**src/rtl/prefetch_queue_pkg.sv**
```systemverilog
// Shared widths, the reset-vector address and the prefetcher FSM encoding.
package prefetch_queue_pkg;

  localparam int unsigned BYTE   = 8;
  localparam int unsigned ADDR_W = 16;

  localparam logic [ADDR_W-1:0] RESET_VEC_ADDR = 16'hFFFC;

  typedef enum logic [1:0] {
    VEC_LO   = 2'd0,
    VEC_HI   = 2'd1,
    VEC_WAIT = 2'd2,
    STREAM   = 2'd3
  } prefetch_state_t;

endpackage

```
**src/rtl/prefetch_queue_byte_fifo.sv**
```systemverilog
// byte_fifo: DEPTH-entry queue of {address, byte} pairs with push, pop, flush and count.
module prefetch_queue_byte_fifo
  import prefetch_queue_pkg::*;
#(
  parameter int unsigned DEPTH = 4
) (
  input  logic                      clk_i,
  input  logic                      rstn_i,
  input  logic                      push_i,
  input  logic [ADDR_W+BYTE-1:0]    wdata_i,
  input  logic                      pop_i,
  input  logic                      flush_i,
  output logic [ADDR_W+BYTE-1:0]    rdata_o,
  output logic [$clog2(DEPTH):0]    count_o
);

  localparam int unsigned PtrW = $clog2(DEPTH);
  localparam logic [PtrW:0] FullCnt = (PtrW + 1)'(DEPTH);

  logic [ADDR_W+BYTE-1:0] r_mem [DEPTH];
  logic [PtrW-1:0]        r_wr_ptr;
  logic [PtrW-1:0]        r_rd_ptr;
  logic [PtrW:0]          r_count;
  logic                   w_push;
  logic                   w_pop;

  assign w_pop  = pop_i && (r_count != '0);
  // Full-guard is belt and braces; the caller's credit rule already prevents overflow.
  assign w_push = push_i && (w_pop || (r_count != FullCnt));

  always_ff @(posedge clk_i or negedge rstn_i) begin
    if (!rstn_i) begin
      for (int i = 0; i < int'(DEPTH); i++) begin
        r_mem[i] <= '0;
      end
      r_wr_ptr <= '0;
      r_rd_ptr <= '0;
      r_count  <= '0;
    end else if (flush_i) begin
      r_wr_ptr <= '0;
      r_rd_ptr <= '0;
      r_count  <= '0;
    end else begin
      if (w_push) begin
        r_mem[r_wr_ptr] <= wdata_i;
        r_wr_ptr        <= r_wr_ptr + PtrW'(1);
      end
      if (w_pop) begin
        r_rd_ptr <= r_rd_ptr + PtrW'(1);
      end
      r_count <= r_count + (PtrW + 1)'(w_push) - (PtrW + 1)'(w_pop);
    end
  end

  assign rdata_o = r_mem[r_rd_ptr];
  assign count_o = r_count;

endmodule

```
**src/rtl/prefetch_queue.sv**
```systemverilog
// 6502 instruction-byte prefetcher: PC, in-flight tracking, credit-based issue and redirects.
// Build option PREFETCH_RESET_VECTOR_EN loads the start PC from $FFFC/$FFFD after reset.
module prefetch_queue
  import prefetch_queue_pkg::*;
#(
  parameter int unsigned       DEPTH    = 4,
  parameter logic [ADDR_W-1:0] RESET_PC = 16'h8000
) (
  input  logic              clk_i,
  input  logic              rstn_i,
  output logic              mem_req_o,
  output logic [ADDR_W-1:0] mem_addr_o,
  input  logic [BYTE-1:0]   mem_rdata_i,
  input  logic              redirect_i,
  input  logic [ADDR_W-1:0] redirect_pc_i,
  output logic [BYTE-1:0]   byte_o,
  output logic [ADDR_W-1:0] byte_pc_o,
  output logic              byte_valid_o,
  input  logic              byte_ready_i
);

  localparam int unsigned CntW = $clog2(DEPTH) + 1;
  localparam logic [CntW:0] DepthCnt = (CntW + 1)'(DEPTH);

  logic [ADDR_W-1:0]      r_pc;
  logic [ADDR_W-1:0]      r_req_pc;
  logic                   r_inflight;
  logic                   r_run;
  logic                   w_stream;
  logic                   w_req;
  logic [ADDR_W-1:0]      w_addr;
  logic                   w_credit;
  logic [CntW-1:0]        w_count;
  logic [CntW:0]          w_occupancy;
  logic [ADDR_W+BYTE-1:0] w_head;
  logic                   w_push;
  logic                   w_pop;
  logic                   w_flush;

`ifdef PREFETCH_RESET_VECTOR_EN
  prefetch_state_t r_state;
  logic [BYTE-1:0] r_vec_lo;
  assign w_stream = (r_state == STREAM);
`else
  assign w_stream = 1'b1;
`endif

  assign w_occupancy = {1'b0, w_count} + {{CntW{1'b0}}, r_inflight};
  assign w_credit    = (w_occupancy < DepthCnt);

  // r_run holds requests off until the first clock after reset so outputs read 0 in reset.
  always_comb begin
    w_req  = 1'b0;
    w_addr = '0;
    if (r_run) begin
      if (w_stream) begin
        w_req  = w_credit && !redirect_i;
        w_addr = r_pc;
      end
`ifdef PREFETCH_RESET_VECTOR_EN
      else if (r_state == VEC_LO) begin
        w_req  = 1'b1;
        w_addr = RESET_VEC_ADDR;
      end else if (r_state == VEC_HI) begin
        w_req  = 1'b1;
        w_addr = RESET_VEC_ADDR + 16'd1;
      end
`endif
    end
  end

  assign mem_req_o  = w_req;
  assign mem_addr_o = w_req ? w_addr : '0;

  always_ff @(posedge clk_i or negedge rstn_i) begin
    if (!rstn_i) begin
      r_run      <= 1'b0;
      r_pc       <= RESET_PC;
      r_req_pc   <= '0;
      r_inflight <= 1'b0;
`ifdef PREFETCH_RESET_VECTOR_EN
      r_state    <= VEC_LO;
      r_vec_lo   <= '0;
`endif
    end else begin
      r_run <= 1'b1;
      if (w_stream) begin
        if (redirect_i) begin
          r_pc       <= redirect_pc_i;
          r_inflight <= 1'b0;
        end else begin
          r_inflight <= w_req;
          if (w_req) begin
            r_pc     <= r_pc + 16'd1;
            r_req_pc <= r_pc;
          end
        end
      end
`ifdef PREFETCH_RESET_VECTOR_EN
      case (r_state)
        VEC_LO: begin
          if (r_run) r_state <= VEC_HI;
        end
        VEC_HI: begin
          r_vec_lo <= mem_rdata_i;
          r_state  <= VEC_WAIT;
        end
        VEC_WAIT: begin
          r_pc    <= {mem_rdata_i, r_vec_lo};
          r_state <= STREAM;
        end
        default: ;
      endcase
`endif
    end
  end

  assign w_flush = w_stream && redirect_i;
  assign w_push  = w_stream && r_inflight && !redirect_i;
  assign w_pop   = byte_valid_o && byte_ready_i && !redirect_i;

  prefetch_queue_byte_fifo #(
    .DEPTH (DEPTH)
  ) u_byte_fifo (
    .clk_i   (clk_i),
    .rstn_i  (rstn_i),
    .push_i  (w_push),
    .wdata_i ({r_req_pc, mem_rdata_i}),
    .pop_i   (w_pop),
    .flush_i (w_flush),
    .rdata_o (w_head),
    .count_o (w_count)
  );

  assign byte_valid_o = (w_count != '0);
  assign byte_o       = byte_valid_o ? w_head[BYTE-1:0] : '0;
  assign byte_pc_o    = byte_valid_o ? w_head[ADDR_W+BYTE-1:BYTE] : '0;

endmodule
```
**config.mk**
```make
export PLATFORM = sky130hd
export DESIGN_NAME = prefetch_queue
export DESIGN_NICKNAME = d
export VERILOG_FILES = /design/src/rtl/prefetch_queue_pkg.sv /design/src/rtl/prefetch_queue_byte_fifo.sv /design/src/rtl/prefetch_queue.sv
export SDC_FILE = /design/constraint.sdc
export NUM_CORES = 1
export LEC_CHECK = 0
export BUFFER_PORTS_ARGS = -buffer_cell sky130_fd_sc_hd__buf_2
export CAP_MARGIN = 5
export CORE_ASPECT_RATIO = 2
export CORE_MARGIN = 2
export CORE_UTILIZATION = 42
export DETAILED_ROUTE_END_ITERATION = 6
export PLACE_DENSITY_LB_ADDON = 0.15
export SLEW_MARGIN = 25
export SYNTH_ARGS = -nofsm -noshare
export SYNTH_HDL_FRONTEND = slang
export SYNTH_SLANG_ARGS = --single-unit
```
**constraint.sdc**
```tcl
create_clock -name clk_i -period 3.3 [get_ports clk_i]
set_input_delay 0.495 -clock clk_i [delete_from_list [all_inputs] [get_ports clk_i]]
set_output_delay 0.495 -clock clk_i [all_outputs]
set_load 0.01 [all_outputs]
```
* Word level (Yosys, flattened, before mapping)
Cells that the tools add are included.
Storage, ports and cells: register bits 137, input port bits 28, output and inout bits 42, word-level logic and storage cells 59
Cells by class: add/subtract/negate cells 6, magnitude comparators 4, equality and inequality tests 1, mux-type cells 19, bitwise operators 3, reduce and logical (&&, ||, !) cells 15
Operator list (count):
- bitwise mux 96 bit | 1
- two-way mux 16 bit | 5
- two-way mux 24 bit | 3
- binary-select mux 24 bit (select 2 bit) | 1
- demux 24 bit (select 2 bit) | 1
- adder 16 x 1 -> 16 bit, second input constant | 1
- two-way mux 2 bit | 4
- two-way mux 8 bit | 1
- logical AND 1 bit | 7
- >= comparator 3 bit, second input constant | 2
- inverter 2 -> 3 bit | 2
- nonzero test 2 bit | 3
- adder 2 x 1 -> 2 bit, second input constant | 2
- adder 3 x 1 -> 4 bit | 1
- less-than comparator 4 x 3 -> 1 bit, second input constant | 1
- AND reduction 2 bit | 2
- adder 3 x 1 -> 3 bit | 1
- less-than comparator 3 x 1 -> 1 bit, second input constant | 1
- two-way mux 3 bit | 1
- inequality test 3 bit, second input constant | 1
- nonzero test 3 bit | 1
- subtractor 3 x 1 -> 3 bit | 1
- two-way mux 1 bit | 2
- logical NOT 1 bit | 1
- 2 further kinds | 2

* Logic depth before layout (Yosys ltp)
depth after elaboration 9, mapped depth 10, gate-level depth less buffers 9

* Modules after synthesis
From an unflattened synthesis, not the netlist that was laid out.
Second synthesis, totals: cells, all modules 477, area, all modules 6660.1 um^2
Modules (own cells, without submodules):
- prefetch_queue_byte_fifo | instances 1, cells an instance 277, area an instance 4778.3 um^2, sequential area each 2577.5 um^2
- prefetch_queue | instances 1, cells an instance 200, area an instance 1881.8 um^2, sequential area each 852.1 um^2

* Least setup slack after synthesis
OpenSTA, ideal clock, no wires.
path kind reg-to-output, start reg u_byte_fifo.r_count[1] (netlist: u_byte_fifo.count_o[1]), end out mem_addr_o[10], arrival time 1.832 ns, data required time 2.805 ns, path slack 0.973 ns, cell stages (with the launch flop) 8, path buffers 1, cells stage by stage dfrtp_1 ha_1 o211a_1 o22ai_1 nand3_2 inv_2 buf_2 and2_1
Between the ends: word-level cells in the longest chain between the ends 5
RTL lines:
- start, declared | line prefetch_queue_byte_fifo.sv:23 | logic [PtrW:0] r_count;
- start signal, assigned | line prefetch_queue_byte_fifo.sv:51 | r_count <= r_count + (PtrW + 1)'(w_push) - (PtrW + 1)'(w_pop);
- adder 3 x 1 -> 4 bit | line prefetch_queue.sv:48 | assign w_occupancy = {1'b0, w_count} + {{CntW{1'b0}}, r_inflight};
- less-than comparator 4 x 3 -> 1 bit | line prefetch_queue.sv:49 | assign w_credit = (w_occupancy < DepthCnt);
- logical AND 1 bit | line prefetch_queue.sv:57 | w_req = w_credit && !redirect_i;
- two-way mux 1 bit | line prefetch_queue.sv:55 | if (r_run) begin
- via mem_req_o | line prefetch_queue.sv:11 | output logic mem_req_o,
- two-way mux 16 bit | line prefetch_queue.sv:73 | assign mem_addr_o = w_req ? w_addr : '0;
- end, declared | line prefetch_queue.sv:12 | output logic [ADDR_W-1:0] mem_addr_o,
The timed path passes the listed nets, and every way through them passes these cells.

* Worst setup path in the final report
start reg u_byte_fifo.r_count[1] (netlist: u_byte_fifo.count_o[1]), end out mem_addr_o[0]
Between the ends: word-level cells in the longest chain between the ends 5
RTL lines (line):
- adder 3 x 1 -> 4 bit | prefetch_queue.sv:48
- less-than comparator 4 x 3 -> 1 bit | prefetch_queue.sv:49
- logical AND 1 bit | prefetch_queue.sv:57
- two-way mux 1 bit | prefetch_queue.sv:55
- two-way mux 16 bit | prefetch_queue.sv:73
Every way passes these cells.

==> flow_metrics.tcl <==
set metrics [dict create \
    criticalPathCategory "flip-flop to output pin" \
    grt_pass1_wl_mm 25.7 \
    yosysSeqAreaShare_pct 49.1 \
    outcome "finished clean" \
    worstMarginPinSlew_ns 0.950 \
    cts_buffer_depth 2 \
    async_flop_share_pct 100 \
    n_antenna_cell 0 \
    setup_violations 0 \
    fin_worst_skew_ns 0.00819 \
    dr.pass1.iters 4 \
    synth-edff-count 0 \
    crit_buf_inv 2 \
    drc 0 \
    critical_path.cell_chain "ha_1, o211a_1, o22ai_1, nand3_2, clkinv_2, and2_1, buf_2" \
    period_minus_slack_ns 3.00 \
    path_depth 7 \
    critPathMaxStageDelay_ns 0.47 \
    grt_usage_pct 19.1 \
    fin_tns_setup_ns 0 \
    finish.utilization_pct 49.0 \
    avgRoutedWirePerCell_um 20.2 \
    core-area_um2 16300 \
    fmax_mhz 333 \
    io_buffers 69 \
    overflow 0 \
    clockRootBuffer "clkbuf_16" \
    layout-drive-gt1-share_pct 41.3 \
    clkSinkCount 137 \
    wl_mm 15.4 \
    drv_slew 0 \
    leakagePower_nw 3.87 \
    drtIter0Drc 169 \
    synth_flop_cell "dfrtp_1" \
    yosysTopAreaCell "dfrtp_1" \
    endpoint_kind "output pin" \
    finalHoldViolCount 0 \
    area_growth_pct 14.2 \
    insertion_delay_ns 0.42 \
    synth.avg_cell_area_um2 14.6 \
    worstRegToRegCells 10 \
    grt_pass1_vias 4777 \
    start_util_pct 42.9 \
    syn_inst 478 \
    ant_nets 0 \
    fin_crit_sh_pct 91.0 \
    die_area_um2 17700 \
    placed_area_um2 7420 \
    max-slew-margin-rel_pct 36.7 \
    grt_max_degree 61 \
    timing.rr.start "u_byte_fifo.count_o[1]" \
    place.gp.congestion 0.784 \
    vdd_drop_max_uv 376 \
    worstPathMaxFanout 16 \
    r2r_slack_ns 0.93 \
    synth_area_um2 6990 \
    cap_violations 0 \
    power_density_nw_per_um2 797 \
    min_path_type "input port to async pin" \
    antenna_found_initial 0 \
    yosysTopAreaCellShare_pct 48.7 \
    num_io_pins 70 \
    cp_data_required_time_ns 2.80 \
    rows 66 \
    chipHeight_um 186 \
    postLayoutCellArea_um2 7980 \
    via_count 4184 \
    cp_slowest_cell "dfrtp_1" \
    grt_setup_unrepaired "no" \
    cts_tree "done" \
    via_per_inst 5.48 \
    r2r_end "u_byte_fifo.count_o[2]" \
    synth_warnings 0 \
    post-cts-setup-buffer-count 0 \
    ys_types 52 \
    cp_data_arrival_time_ns 2.51 \
    synth-seq-cells 137 \
    synth_nets 514 \
    dpl.hpwl_mm 10.2 \
    num-nets-final 583 \
    clk_pin_slew_ns 0.06 \
    crit_family "compound AO/OA/AOI/OAI gates" \
    cp-start-kind "flip-flop" \
    ys_top_cells_by_area "dfrtp_1 (49%), mux2_4 (17%), mux4_2 (7.7%)" \
    die_w_um 95.2 \
    htree_levels 4 \
    cts_buffers 17 \
]
[synth_stat cells (7+ instances only)]
cell type	count
a31oi_1	9
and2_1	40
buf_12	9
buf_2	7
clkbuf_1	11
dfrtp_1	136
ha_1	7
mux2_1	24
mux2_2	8
mux2_4	80
mux4_2	24
nand2_1	12
nand3_1	12
nor2_1	17
o31ai_1	7
or4_1	7
[layer usage]
| metal | global-route usage [%] | vias up | share of wire [%] | wire [µm] |
|---|---|---|---|---|
| li1 | - | 1893 | - | - |
| met1 | 23.1 | 2172 | 42 | 6410 |
| met5 | 0 | - | 0 | 0 |
| met2 | 32.3 | 89 | 52 | 8040 |
| met4 | 9.25 | 0 | 3.6 | 562 |
| met3 | 3.27 | 30 | 2.6 | 407 |
[worst max-delay path by stage]
stage                                       from             end  slack, ns
after detailed placement  u_byte_fifo.count_o[1]   mem_addr_o[0]       0.70
after CTS                 u_byte_fifo.count_o[1]   mem_addr_o[0]       0.23
after global routing      u_byte_fifo.count_o[1]   mem_addr_o[0]       0.03
final                     u_byte_fifo.count_o[1]   mem_addr_o[0]       0.30
after floorplan           u_byte_fifo.count_o[1]  mem_addr_o[10]       0.97
after global placement    u_byte_fifo.count_o[1]   mem_addr_o[1]       0.77
[worst reg2reg max path, cell delays in order (launching register included)]
cell	delay (ns)
dfrtp_1	0.48
or3_1	0.15
buf_4	0.28
nand2_1	0.15
nor3_1	0.29
nand2b_1	0.16
ha_1	0.13
inv_1	0.05
fa_1	0.37
xnor2_1	0.15
nor2_1	0.05
[layout by cell type (no fill, tap or decap), types with 4 or more instances in the layout]
cell type	count
buf_2	68
o31ai_1	7
or3_1	4
clkinv_4	4
inv_1	6
and2_1	40
clkinv_2	5
dfrtp_1	135
o21ai_0	6
nand3_1	12
nand4_1	5
a31oi_1	9
mux2_1	24
nor2_1	17
or4_1	7
clkbuf_16	17
mux4_2	24
mux2_4	80
nand2_1	12
nand2_8	4
ha_1	7
buf_4	6
mux2_2	8
[where the power goes]
part	internal, W	total [W]	leakage [nW]	switching [W]
sequential	0.00218	0.00259	1.74	0.000411
clock	0.00104	0.00179	0.266	0.000754
combinational	0.00117	0.00197	1.86	0.000796
total	0.00439	0.00635	3.87	0.00196
[what timing repair did]
item                                    4_1_cts  5_1_grt
hold buffers                                  0        0
endpoints found under the setup margin        0        5
resized for setup                             0        1
endpoints found under the hold margin         0        0
[registers in the layout, indices dropped and copies added (netlist names)]
signal and flops:
u_byte_fifo.r_mem 96, r_pc 16, u_byte_fifo.r_rd_ptr 2, u_byte_fifo.r_wr_ptr 2
r_req_pc 16, u_byte_fifo.count_o 3, r_inflight 1, r_run 1
[kinds of logic after synthesis]
| logic type | after synthesis | synth area share, % |
|---|---|---|
| buffers and inverters | 35 | 4.10 |
| AOI/OAI and AO/OA | 36 | 3.67 |
| other | 1 | 0.0537 |
| and+or+nand+nor | 120 | 10.8 |
| adders and majority gates | 8 | 1.54 |
| DFF | 137 | 49.1 |
| xor gates and xnor gates | 4 | 0.502 |
| muxes | 137 | 30.2 |
[cell type report]
type | count | area (µm²)
clock buffers | 18 | 429
inverters | 8 | 31.3
clock inverters | 14 | 125
repair buffers | 77 | 437
fillers | 1418 | 8290
multi-input cells | 306 | 3270
well taps | 204 | 255
flip-flops and latches | 137 | 3430
[stage by stage]
step	instances	worst slack (ns)	power, W	hold slack (ns)
CTS	764	0.233	0.00644	0.0574
detailed placement	732	0.698	0.00463	0.480
global route	764	0.0349	0.00673	0.0921
floorplan	478	0.973	0.00397	0.199
global placement	732	0.772	0.00456	0.469
finish	764	0.295	0.00635	0.0404
Note: power is estimated with default switching activity, not from simulation.
